`src/rtl/if_fetch_stage.sv`:
```
// Instruction fetch stage: PC sequencing, imem handshake, one-entry skid buffer.
// Optional IF_MISALIGN_CHK_EN: misaligned redirect targets halt fetch.
module if_fetch_stage #(
    parameter logic [31:0] RESET_PC = 32'h0000_0000
) (
    input  logic        clk_i,
    input  logic        rst_i,
    input  logic        start_i,
    input  logic        hold_i,
    input  logic        redirect_i,
    input  logic [31:0] redirect_pc_i,
    output logic        imem_req_o,
    output logic [31:0] imem_addr_o,
    input  logic        imem_ack_i,
    input  logic [31:0] imem_rdata_i,
    output logic [31:0] pc_o,
    output logic [31:0] instr_o,
    output logic        valid_o,
    output logic        misalign_o
);

`ifdef IF_MISALIGN_CHK_EN
    typedef enum logic [1:0] {IDLE, FETCH, DRAIN, HALT} state_t;
`else
    typedef enum logic [1:0] {IDLE, FETCH, DRAIN} state_t;
`endif

    state_t      state;
    state_t      halt_st;
    logic [31:0] fetch_pc;
    logic [31:0] req_addr;
    logic [31:0] next_pc;
    logic [31:0] redir_pc;
    logic [31:0] skid_pc;
    logic [31:0] skid_instr;
    logic        skid_v;
    logic        ack;
    logic        fetch_ack;
    logic        bad;
    logic        halt_pend;

`ifdef IF_MISALIGN_CHK_EN
    logic mis_q;

    assign redir_pc   = redirect_pc_i;
    assign bad        = redirect_i & (redirect_pc_i[1:0] != 2'b00);
    assign halt_st    = HALT;
    assign halt_pend  = mis_q | bad;
    assign misalign_o = mis_q;

    always_ff @(posedge clk_i or negedge rst_i) begin
        if (!rst_i) begin
            mis_q <= 1'b0;
        end else if (bad) begin
            mis_q <= 1'b1;
        end
    end
`else
    assign redir_pc   = redirect_pc_i & 32'hFFFF_FFFC;
    assign bad        = 1'b0;
    assign halt_st    = FETCH;
    assign halt_pend  = 1'b0;
    assign misalign_o = 1'b0;
`endif

    // DRAIN keeps the abandoned request visible until memory answers it
    assign imem_req_o  = ((state == FETCH) && !skid_v) || (state == DRAIN);
    assign imem_addr_o = req_addr;
    assign ack         = imem_req_o & imem_ack_i;
    assign fetch_ack   = ack && (state == FETCH);
    assign next_pc     = req_addr + 32'd4;

    always_ff @(posedge clk_i or negedge rst_i) begin
        if (!rst_i) begin
            state      <= IDLE;
            fetch_pc   <= RESET_PC;
            req_addr   <= RESET_PC;
            skid_v     <= 1'b0;
            skid_pc    <= 32'd0;
            skid_instr <= 32'd0;
            pc_o       <= 32'd0;
            instr_o    <= 32'd0;
            valid_o    <= 1'b0;
        end else begin
            if (redirect_i) begin
                valid_o <= 1'b0;
                skid_v  <= 1'b0;
            end else if (hold_i) begin
                if (fetch_ack) begin
                    skid_pc    <= req_addr;
                    skid_instr <= imem_rdata_i;
                    skid_v     <= 1'b1;
                end
            end else if (skid_v) begin
                pc_o    <= skid_pc;
                instr_o <= skid_instr;
                valid_o <= 1'b1;
                skid_v  <= 1'b0;
            end else if (fetch_ack) begin
                pc_o    <= req_addr;
                instr_o <= imem_rdata_i;
                valid_o <= 1'b1;
            end else begin
                valid_o <= 1'b0;
            end

            case (state)
                IDLE: begin
                    if (redirect_i) begin
                        fetch_pc <= redir_pc;
                        req_addr <= redir_pc;
                        if (bad) state <= halt_st;
                    end else if (start_i) begin
                        req_addr <= fetch_pc;
                        state    <= FETCH;
                    end
                end
                FETCH: begin
                    if (redirect_i) begin
                        fetch_pc <= redir_pc;
                        if (imem_req_o && !imem_ack_i) begin
                            state <= DRAIN;
                        end else begin
                            req_addr <= redir_pc;
                            if (bad) state <= halt_st;
                        end
                    end else if (ack) begin
                        fetch_pc <= next_pc;
                        req_addr <= next_pc;
                    end
                end
                DRAIN: begin
                    if (redirect_i) fetch_pc <= redir_pc;
                    if (imem_ack_i) begin
                        req_addr <= redirect_i ? redir_pc : fetch_pc;
                        state    <= halt_pend ? halt_st : FETCH;
                    end
                end
                default: state <= state;
            endcase
        end
    end

endmodule

```
`config.mk`:
```
export PLATFORM = sky130hd
export DESIGN_NAME = if_fetch_stage
export DESIGN_NICKNAME = d
export VERILOG_FILES = /design/src/rtl/if_fetch_stage.sv
export SDC_FILE = /design/constraint.sdc
export NUM_CORES = 1
export LEC_CHECK = 0
export CAP_MARGIN = 20
export CORE_MARGIN = 2
export CORE_UTILIZATION = 46
export CTS_BUF_LIST = sky130_fd_sc_hd__clkbuf_8
export CTS_CLUSTER_DIAMETER = 100
export CTS_CLUSTER_SIZE = 8
export DETAILED_ROUTE_END_ITERATION = 8
export PLACE_DENSITY = 0.82
export SLEW_MARGIN = 20
export SYNTH_ARGS = -nofsm -noshare
export SYNTH_HDL_FRONTEND = slang
export SYNTH_SLANG_ARGS = --single-unit
```
`constraint.sdc`:
```
create_clock -name clk_i -period 2.4 [get_ports clk_i]
set_input_delay 0.36 -clock clk_i [delete_from_list [all_inputs] [get_ports clk_i]]
set_output_delay 0.36 -clock clk_i [all_outputs]
set_load 0.02 [all_outputs]
```
# Word level (Yosys, flattened, before mapping)
# Cells that the tools add are included.
# classes
bitwise_logic,3
n_addsub,1
magnitude_cmp,0
multipliers,0
eq_ne,12
n_shift,0
n_div,0
mux,27
reduce_logical,16
# ops
op,n
two-way mux 32 bit,12
one-hot mux 32 bit (3 select lines),1
one-hot mux 32 bit (2 select lines),1
adder 32 x 3 -> 32 bit (second input constant),1
two-way mux 2 bit,5
!= test 3 bit (second input constant),3
!= test 2 bit (second input constant),4
two-way mux 1 bit,7
one-hot mux 2 bit (3 select lines),1
AND reduction 3 bit,2
AND reduction 6 bit,1
AND reduction 5 bit,1
!= test 2 x 1 -> 1 bit (second input constant),2
nonzero test 2 bit,2
logical AND 1 bit,3
!= test 3 x 1 -> 1 bit (second input constant),1
nonzero test 3 bit,1
== test 2 x 1 -> 1 bit (second input constant),1
== test 2 bit (second input constant),1
logical NOT 1 bit,2
logical NOT 2 bit,1
inverter 1 bit,2
AND reduction 2 bit,1
OR reduction 2 bit,1
other kinds (2),2
# word_totals
rom_bits,0
word_cells,68
latchBits,0
output_inout_bits,99
mem_count,0
regBits,196
inputBits,70
ram_bits,0

# Logic depth before layout (Yosys ltp)
# depth
ltp_word,9
mapped_depth,8
depth_no_buf,6

# Worst setup path after synthesis
# No wires, ideal clock.
# synth_timing
path_type,reg-to-reg
startpoint,register req_addr[15] (netlist: imem_addr_o[15])
endpoint,register req_addr[26] (netlist: imem_addr_o[26])
stages_incl_launch_ff,7
path_slack_ps,534
n_path_buf,2
period_less_slack_ps,1866
t_arrival_ps,1740
cell_sequence,dfrtp_1 -> buf_2 -> nand3_4 -> nor4_4 -> buf_6 -> nand4_2 -> a311o_1
# synth_via
elab_chain_len,4
# synth_rtl
element,line,rtl
"start, declared",31,logic [31:0] req_addr;
"start signal, assigned",111,req_addr <= redir_pc;
"start signal, assigned",114,req_addr <= fetch_pc;
"start signal, assigned",124,req_addr <= redir_pc;
adder 32 x 3 -> 32 bit,71,assign next_pc = req_addr + 32'd4;
two-way mux 32 bit,127,end else if (ack) begin
two-way mux 32 bit,119,if (redirect_i) begin
one-hot mux 32 bit (3 select lines),107,case (state)
# Every way passes these cells. The select of a mux whose other input is x is not followed.
# A chain may end at the register's enable or synchronous reset.

# Final worst setup path
# layout_timing
startpoint,register state[1]
endpoint,output imem_req_o
# layout_via
elab_chain_len,3
# layout_rtl
element,line,rtl
"start, declared",28,state_t state;
"start signal, assigned",112,if (bad) state <= halt_st;
"start signal, assigned",125,if (bad) state <= halt_st;
"start signal, assigned",136,state <= halt_pend ? halt_st : FETCH;
== test 2 x 1 -> 1 bit,67,assign imem_req_o = ((state == FETCH) && !skid_v) || (state == DRAIN);
logical AND 1 bit,67,
logical OR 1 bit *,67,
"end, declared",12,"output logic imem_req_o,"
# Every way passes the cells marked *; elsewhere a longest branch is shown, timed or not.

==> flow_summary.yaml <==
global_routing:
  grt_first_pass_wirelength_mm: 41.31
  first_global_vias: 8048
  grt_overflow: 0
  pin_count_of_the_biggest_net_entering_global_routing: 64
  track_usage: 0.2327
  grt_antenna_before_repair: 0
power_and_ir_drop:
  power_density_nw_per_um2: 1260
  power.leakage_nw: 5.092
  power.ir.vdd_worst_mv: 0.5347
clock_network:
  worst_skew_pair.late_latency_ns: 0.48
  clkSlewWorstSetupHoldPaths_ns: 0.10
  cts_sinks: 196
  cts_setup_buffers: 0
  cts-buffers-inserted: 17
  htreeDepth: 4
  ctsLongestPathBuffers: 2
  tritoncts: "done"
  clockRootBuffer: "sky130_fd_sc_hd__clkbuf_8"
yosys:
  synth_seq_area_share: 0.5032
  post_synth_instance_area_um2: 9747
  synth_cell_type_count: 60
  postSynthNetCount: 1018
  synth_top_area_cell: "sky130_fd_sc_hd__dfrtp_1"
  synth_seq_cells: 196
  syn-instance-count: 947
  syn-mean-instance-area_um2: 10.29
  synth_async_reset_ratio: 1.000
  synth_edf_count: 0
  synth-warning-count: 0
  ys_top_cells_by_area: "sky130_fd_sc_hd__dfrtp_1 (50%), sky130_fd_sc_hd__mux2i_1 (7.4%), sky130_fd_sc_hd__mux2_2 (7.3%)"
  synth_largest_type_area_fraction: 0.5032
  ys_dominant_reg_cell: "sky130_fd_sc_hd__dfrtp_1"
worst_setup_path:
  crit_buf_inv: 1
  cp_top_family: "flip-flops"
  arrival_ns: 1.79
  criticalPathCategory: "flip-flop to output port"
  crit_chain: "nand2b_1 > o21ai_0 > dlygate4sd2_1"
  critical_path.max_stage_delay_ns: 0.49
  worstSetupEndpointType: "output port"
  highest_fanout_seen_on_the_critical_path: 10
  reg2reg_setup_slack_ns: 0.30
  critPathSlowestCell: "sky130_fd_sc_hd__dfrtp_1"
  critPathRequiredTime_ns: 2.04
  start_kind: "flip-flop"
routing:
  wl_per_cell_um: 18.28
  detail_route.iter0.violations: 590
  detail_route.first_pass.iterations: 6
  detail_routed_via_count_per_cell: 5.772
  routed-via-count: 7982
  drcViolationCount: 0
  antenna_left: 0
  routed_wl_mm: 25.28
final_layout:
  antenna_cells: 0
  postLayoutCellArea_um2: 12270
  finish.net_count: 1166
  layout-drive-gt1-share: 0.1426
  syn_to_final_growth_pct: 25.88
  fillCellCount: 1755
sta:
  fin_setup_tns_ns: 0
  grt_setup_unrepaired: "no"
  slew_headroom: 0.4553
  finalSetupViolations: 0
  timing_worst_slew_pin_value_ns: 0.8140
  post-route-period-util: 0.8956
  final_hold_viol_count: 0
  timing.final.crit_period_ns: 2.149
  drv_slew: 0
  timing.clock.skew_ns: 0.01711
  timing.fmax_ghz: 0.4653
outcome:
  outcome: "finished clean"
floorplanning:
  width_of_the_die_um: 149.6
  core_area_um2: 20890
  placement_rows: 53
  die_height_um: 149.6
  io_pins: 169
  die_area_um2: 22370
  start_util: 0.4666
flow_run:
  max_cap_viol_count: 0
placed_design:
  io_buffers: 165
  detailed_place.area_um2: 11820
  finalWeightedCongestion: 0.8493
  detailedPlacementHpwl_mm: 17.21
worst_hold_path:
  worst_min_delay_path_class: "primary input to asynchronous set/reset pin"
==> cells in the final DEF, fill, tap and decap left out, types with 9 or more instances in the layout <==
| cell type | n |
|---|---|
| sky130_fd_sc_hd__dfrtp_1 | 195 |
| sky130_fd_sc_hd__mux2_2 | 63 |
| sky130_fd_sc_hd__o22ai_1 | 26 |
| sky130_fd_sc_hd__a21oi_1 | 48 |
| sky130_fd_sc_hd__buf_4 | 34 |
| sky130_fd_sc_hd__mux2i_1 | 72 |
| sky130_fd_sc_hd__clkbuf_8 | 19 |
| sky130_fd_sc_hd__nor2_1 | 25 |
| sky130_fd_sc_hd__nand2b_1 | 13 |
| sky130_fd_sc_hd__buf_12 | 9 |
| sky130_fd_sc_hd__xor2_1 | 15 |
| sky130_fd_sc_hd__nand3_1 | 33 |
| sky130_fd_sc_hd__inv_1 | 10 |
| sky130_fd_sc_hd__a22oi_1 | 16 |
| sky130_fd_sc_hd__clkdlybuf4s50_1 | 162 |
| sky130_fd_sc_hd__nand2_1 | 120 |
| sky130_fd_sc_hd__o21ai_0 | 106 |
==> worst reg2reg max path: cells and delay by family, from the launching register on <==
kind	cells	cell delay, ns
buffers and inverters	1	0.18
DFF	1	0.48
and+or+nand+nor	5	1.40
==> stage by stage <==
step	power, W	hold slack [ns]	util	cells	setup WS [ns]
after floorplan	0.01009	0.06441	-	947	0.5336
after global placement	0.01288	0.3771	0.5659	1350	0.2438
after global routing	0.01646	0.4106	0.5874	1383	0.1812
after detailed placement	0.01317	0.3773	0.5659	1350	0.1957
final	0.01545	0.4141	0.5874	1383	0.2506
after CTS	0.01549	0.3772	0.5872	1383	0.2249
==> what timing repair did <==
action | in CTS | in global routing
hold buffers | 1 | 0
gates resized for setup | 1 | 0
endpoints found under the setup margin | 1 | 0
hold endpoints to repair | 57 | 0
==> area by class of cell <==
class | instances | area, um2 | area share
clock buffers | 18 | 247.7 | 0.02019
well taps | 275 | 344.1 | 0.02804
multi-input cells | 659 | 4433 | 0.3613
repair buffers | 210 | 2106 | 0.1716
inverters | 11 | 41.29 | 0.003365
flip-flops and latches | 196 | 4908 | 0.4001
clock inverters | 14 | 188.9 | 0.01540
==> registers in the layout (all words and copies together), names as in the netlist <==
register     count
fetch_pc        32
imem_addr_o     32
instr_o         32
pc_o            32
skid_instr      32
skid_pc         32
state            2
skid_v           1
valid_o          1
==> cells in the mapped netlist, drive strengths merged, types with 3 or more instances <==
cell type	n
nand2	120
dfrtp	196
a2bb2oi	3
and2	4
mux2i	72
nand3	36
a22oi	16
nor4	5
nor2b	5
a221oi	3
o311ai	8
o31ai	6
o31a	3
clkbuf	33
o21ai	108
or3	4
a21oi	48
nand3b	3
a31oi	8
xor2	15
a22o	5
nand2b	13
o22ai	27
and3	4
xnor2	8
mux2	63
nor2	27
inv	11
a21o	5
o221ai	3
buf	48
nand4	12
nor3	7
==> layer usage <==
layer	vias to the layer above	part of all wire	global-route usage
met4	0	0.022	0.08048
met2	368	0.46	0.3716
met1	3864	0.43	0.3144
met5	-	0	0
met3	46	0.086	0.05122
li1	3704	-	-
==> power by group <==
part / internal (W) / switching, W
Combinational: 0.00333 / 0.00384
Sequential: 0.00481 / 0.00116
Clock: 0.00101 / 0.00131
Total: 0.00915 / 0.00631
==> logic make-up after synthesis <==
kind of cell    Yosys count  synth area share
compound gates          258            0.1607
simple gates            241            0.1232
flops                   196            0.5032
mux                     135            0.1467
buf+inv                  92           0.04377
xor+xnor                 23           0.02067
fa+ha+maj                 1          0.001283
other cells               1         0.0003847
==> path summary, 6_finish.rpt <==
kind / depth (start not counted) / endpoint / start
worst min register to register: 2 / instr_o[30]$_DFFE_PN0P_ / instr_o[30]$_DFFE_PN0P_
max in group asynchronous: 3 / skid_instr[17]$_DFFE_PN0P_ / rst_i
worst min-delay path: 2 / skid_instr[29]$_DFFE_PN0P_ / rst_i
min in group clk_i: 3 / fetch_pc[13]$_DFFE_PN0P_ / redirect_i
worst max-delay path: 3 / imem_req_o / state[1]$_DFFE_PN0P_
worst max register to register: 6 / fetch_pc[21]$_DFFE_PN0P_ / imem_addr_o[2]$_DFFE_PN0P_
(Power assumes the default switching activity.)
==> edit 1 (same flow settings) <==
Build with the macro `IF_MISALIGN_CHK_EN` defined.
--- a/src/rtl/if_fetch_stage.sv
+++ b/src/rtl/if_fetch_stage.sv
@@ -1,4 +1,6 @@
 // Instruction fetch stage: PC sequencing, imem handshake, one-entry skid buffer.
 // Optional IF_MISALIGN_CHK_EN: misaligned redirect targets halt fetch.
+`define IF_MISALIGN_CHK_EN
+
 module if_fetch_stage #(
     parameter logic [31:0] RESET_PC = 32'h0000_0000
Formal check against the unedited RTL: not equivalent (Yosys sat finds a counterexample within 4 cycles, from zero or initial values and one cycle with rst_i low).
==> edit 1 against the original RTL <==
Area after synthesis fell by 1.7%; power rose by 10%; maximum frequency fell by 7.4%; global-route usage rose by 0.48 points; design area rose by 0.10%; register-to-register slack got worse by 0.22 ns; die area fell by 1.7%; count of clock-buffer cells in the layout fell by 1; via count rose by 1.1%; setup slack got worse by 0.17 ns; core utilization rose by 1.6 points; sequential cell count rose by 1; wire length rose by 2.9%.
==> edit 1: results <==
status:
  outcome: "completed"
power:
  power.ir.vdd_worst_mv: 0.709
  leakage_nw: 4.97
  swShare_pct: 41.1
placement:
  gp_congestion: 0.911
  pre_cts_slack_ns: 0.0579
  port_buffer_count: 168
  post_dp_cell_area_um2: 11800
  place_inst: 1343
final_layout:
  final_cells: 1376
  final_layout_size_suffix_gt1_share_pct: 15.1
  nets: 1168
route:
  drt_first_iter_violations: 641
  drt_pre_antenna_iters: 5
  totalWireLength_mm: 26.0
  routedLengthMet1_mm: 11.1
  dr_wl_met3_mm: 2.06
  drt-vias-per-instance: 5.86
  route.met2.wl_mm: 12.4
global_route:
  grt_pass1_vias: 7986
  grt_pass1_wl_mm: 41.5
  grt_start_max_net_pins: 75
  groute.layer.met3.usage_pct: 5.61
  groute.usage.overall_pct: 23.8
  grtUsageMet1_pct: 31.9
critical_path:
  reg2reg_from: "state[0]"
  critical_path_peak_fanout: 7
  regToRegEndpoint: "fetch_pc[16]"
  critical_path_arrival_ns: 2.68
synth:
  synth.net_count: 1001
  synth_commonest_cells: "sky130_fd_sc_hd__dfrtp_1, sky130_fd_sc_hd__a21oi_1, sky130_fd_sc_hd__nor2_1, sky130_fd_sc_hd__mux2i_1, sky130_fd_sc_hd__mux2_2"
  syn_area_per_cell_um2: 10.3
timing:
  finalHoldWorstSlack_ns: 0.449
  skew_ns: 0.0167
  worst_slew_margin_rel_pct: 36.1
## edit 1: timing repair
action,4_1_cts,5_1_grt
endpoints found under the hold margin,64,0
setup buffers,0,0
gates resized for setup,1,3
endpoints found under the setup margin,1,5
hold buffers,1,0
pin swaps,0,0
## edit 1: worst max-delay path by stage
stage,start,to,slack (ns),cells after the start
after CTS,state[1],imem_addr_o[18],0.05,7
after global routing,imem_addr_o[3],imem_addr_o[22],0.006,6
after global placement,imem_ack_i,imem_addr_o[27],0.12,7
after detailed placement,state[1],imem_addr_o[18],0.06,7
final,state[0],fetch_pc[16],0.08,6
after floorplan,state[1],imem_req_o,0.19,6
## edit 1: power by group through the flow
stage | Sequential [W] | Combinational [W] | Clock [W]
final | 0.00612 | 0.00860 | 0.00233
after CTS | 0.00610 | 0.00857 | 0.00237
after global placement | 0.00605 | 0.00832 | 0
after floorplan | 0.00688 | 0.00413 | 0
after detailed placement | 0.00616 | 0.00854 | 0
after global routing | 0.00630 | 0.00927 | 0.00251
## edit 1: kinds of logic after synthesis
logic type	share of synthesized area (%)
compound gates	16.3
xor+xnor	2.47
fa+ha+maj	0.653
buf+inv	3.83
flops	51.5
mux	14.8
simple gates	10.4
## edit 1: area by class of cell
cell class              instances  area, um2
clock buffers                  17        234
clock inverters                15        193
fillers                      1687       8080
inverters                      17       63.8
multi-input cells             637       4310
flip-flops and latches        197       4930
well taps                     270        338
repair buffers                223       2210
## edit 1: critical path: stages, from the launching register on
cell                      delay, ns
sky130_fd_sc_hd__dfrtp_1       0.42
sky130_fd_sc_hd__inv_1         0.09
sky130_fd_sc_hd__ha_1          0.25
sky130_fd_sc_hd__or2_2         0.32
sky130_fd_sc_hd__nor3_1        0.78
sky130_fd_sc_hd__buf_4         0.29
sky130_fd_sc_hd__a21oi_1       0.08
==> edit 2 (same flow settings) <==
Without the edit above. The 3 states of `state_t` get a one-hot encoding in 3 bits.
--- a/src/rtl/if_fetch_stage.sv
+++ b/src/rtl/if_fetch_stage.sv
@@ -23,5 +23,5 @@
     typedef enum logic [1:0] {IDLE, FETCH, DRAIN, HALT} state_t;
 `else
-    typedef enum logic [1:0] {IDLE, FETCH, DRAIN} state_t;
+    typedef enum logic [2:0] {IDLE = 3'b001, FETCH = 3'b010, DRAIN = 3'b100} state_t;
 `endif
 
Check against the original RTL: no difference found for any inputs over 4 cycles, from zero or initial values and one cycle with rst_i low; so few cycles prove little.
==> edit 2 against the original RTL <==
Wire length is 1.2% higher; core utilization is 1.4 points higher; final cell count is 0.80% higher; power is 17% lower; sequential share of layout area is 0.17 points higher; register-to-register slack worse by 0.08 ns; sequential cell count is 1 higher; global-route usage is 0.078 points higher; clock power is 7% higher; setup slack worse by 0.035 ns; area after synthesis is 0.95% lower; hold slack worse by 0.070 ns; design area is 0.10% higher; first-iteration DRC count is 18% higher; critical endpoint is now pc_o[21]; largest power group is now registers; highest routed layer unchanged.
==> edit 2: results <==
status:
  outcome: "completed"
synth:
  syn_area_per_cell_um2: 10.2
  synth_commonest_cells: "sky130_fd_sc_hd__dfrtp_1, sky130_fd_sc_hd__o21ai_0, sky130_fd_sc_hd__nand2_1, sky130_fd_sc_hd__mux2i_1, sky130_fd_sc_hd__mux2_2"
  seq_area_frac_synth_pct: 51.1
global_route:
  grt_pass1_wl_mm: 41.0
  groute.usage.overall_pct: 23.4
  grt_use_met2_pct: 36.1
  grt_start_max_net_pins: 91
critical_path:
  critical_path_arrival_ns: 2.52
  register_to_register_setup_slack_ns: 0.22
  timing.critical_path.max_delay_family: "simple AND/OR/NAND/NOR gates"
  reg2reg_from: "state[2]"
placement:
  detailedPlacementHpwl_mm: 17.7
  pre_cts_slack_ns: -0.0215
  post_dp_cell_area_um2: 11800
  gp_congestion: 0.897
final_layout:
  multiin_comb: 660
  multi_input_area_um2: 4350
  logic_inverters: 12
  nFillCells: 1737
  layout.sequential_cells: 197
  area_share_clock_buf_inv_pct: 3.80
  final_layout_size_suffix_gt1_share_pct: 15.0
  nonClockBufferCount: 223
  non_clock_buffer_area_share_pct: 17.5
  register_area_um2: 4930
  nets: 1182
power:
  leakage_nw: 5.19
  power.share.clock_pct: 19.4
  power.ir.vdd_worst_mv: 0.386
  internal_power_w: 0.00820
  powerClk_w: 0.00249
timing:
  max_slew.worst_pin.slew_ns: 0.770
route:
  route.met2.wl_mm: 11.7
  drt_pre_antenna_iters: 7
  detailroute.via_count: 8021
  drt_first_iter_violations: 694
worst_hold_path:
  timing.hold.worst.class: "primary input to flip-flop"
die:
  coreArea_um2: 20400
## edit 2: repair_timing
action                                  CTS  global route
buffers inserted                          0             0
gates resized for setup                   1             0
endpoints found under the hold margin    43             0
endpoints found under the setup margin    1             0
hold buffers                              1             0
## edit 2: kinds of logic after synthesis
group	after synthesis	share of synthesized area (%)
compound gates	272	16.4
simple gates	238	12.3
flops	197	51.1
mux	123	13.5
buf+inv	88	4.13
xor+xnor	25	2.46
fa+ha+maj	1	0.130
other cells	1	0.0388
## edit 2: worst max-delay path by stage
stage                          start               to  slack (ns)  cells past startpoint
after detailed placement  imem_ack_i     fetch_pc[30]       -0.02                      6
after CTS                   state[2]         pc_o[21]        0.23                      8
after global placement    imem_ack_i     fetch_pc[25]        0.06                      6
final                       state[2]         pc_o[21]        0.22                      8
after global routing        state[2]       instr_o[9]        0.08                      7
after floorplan             state[0]  imem_addr_o[31]        0.31                      8
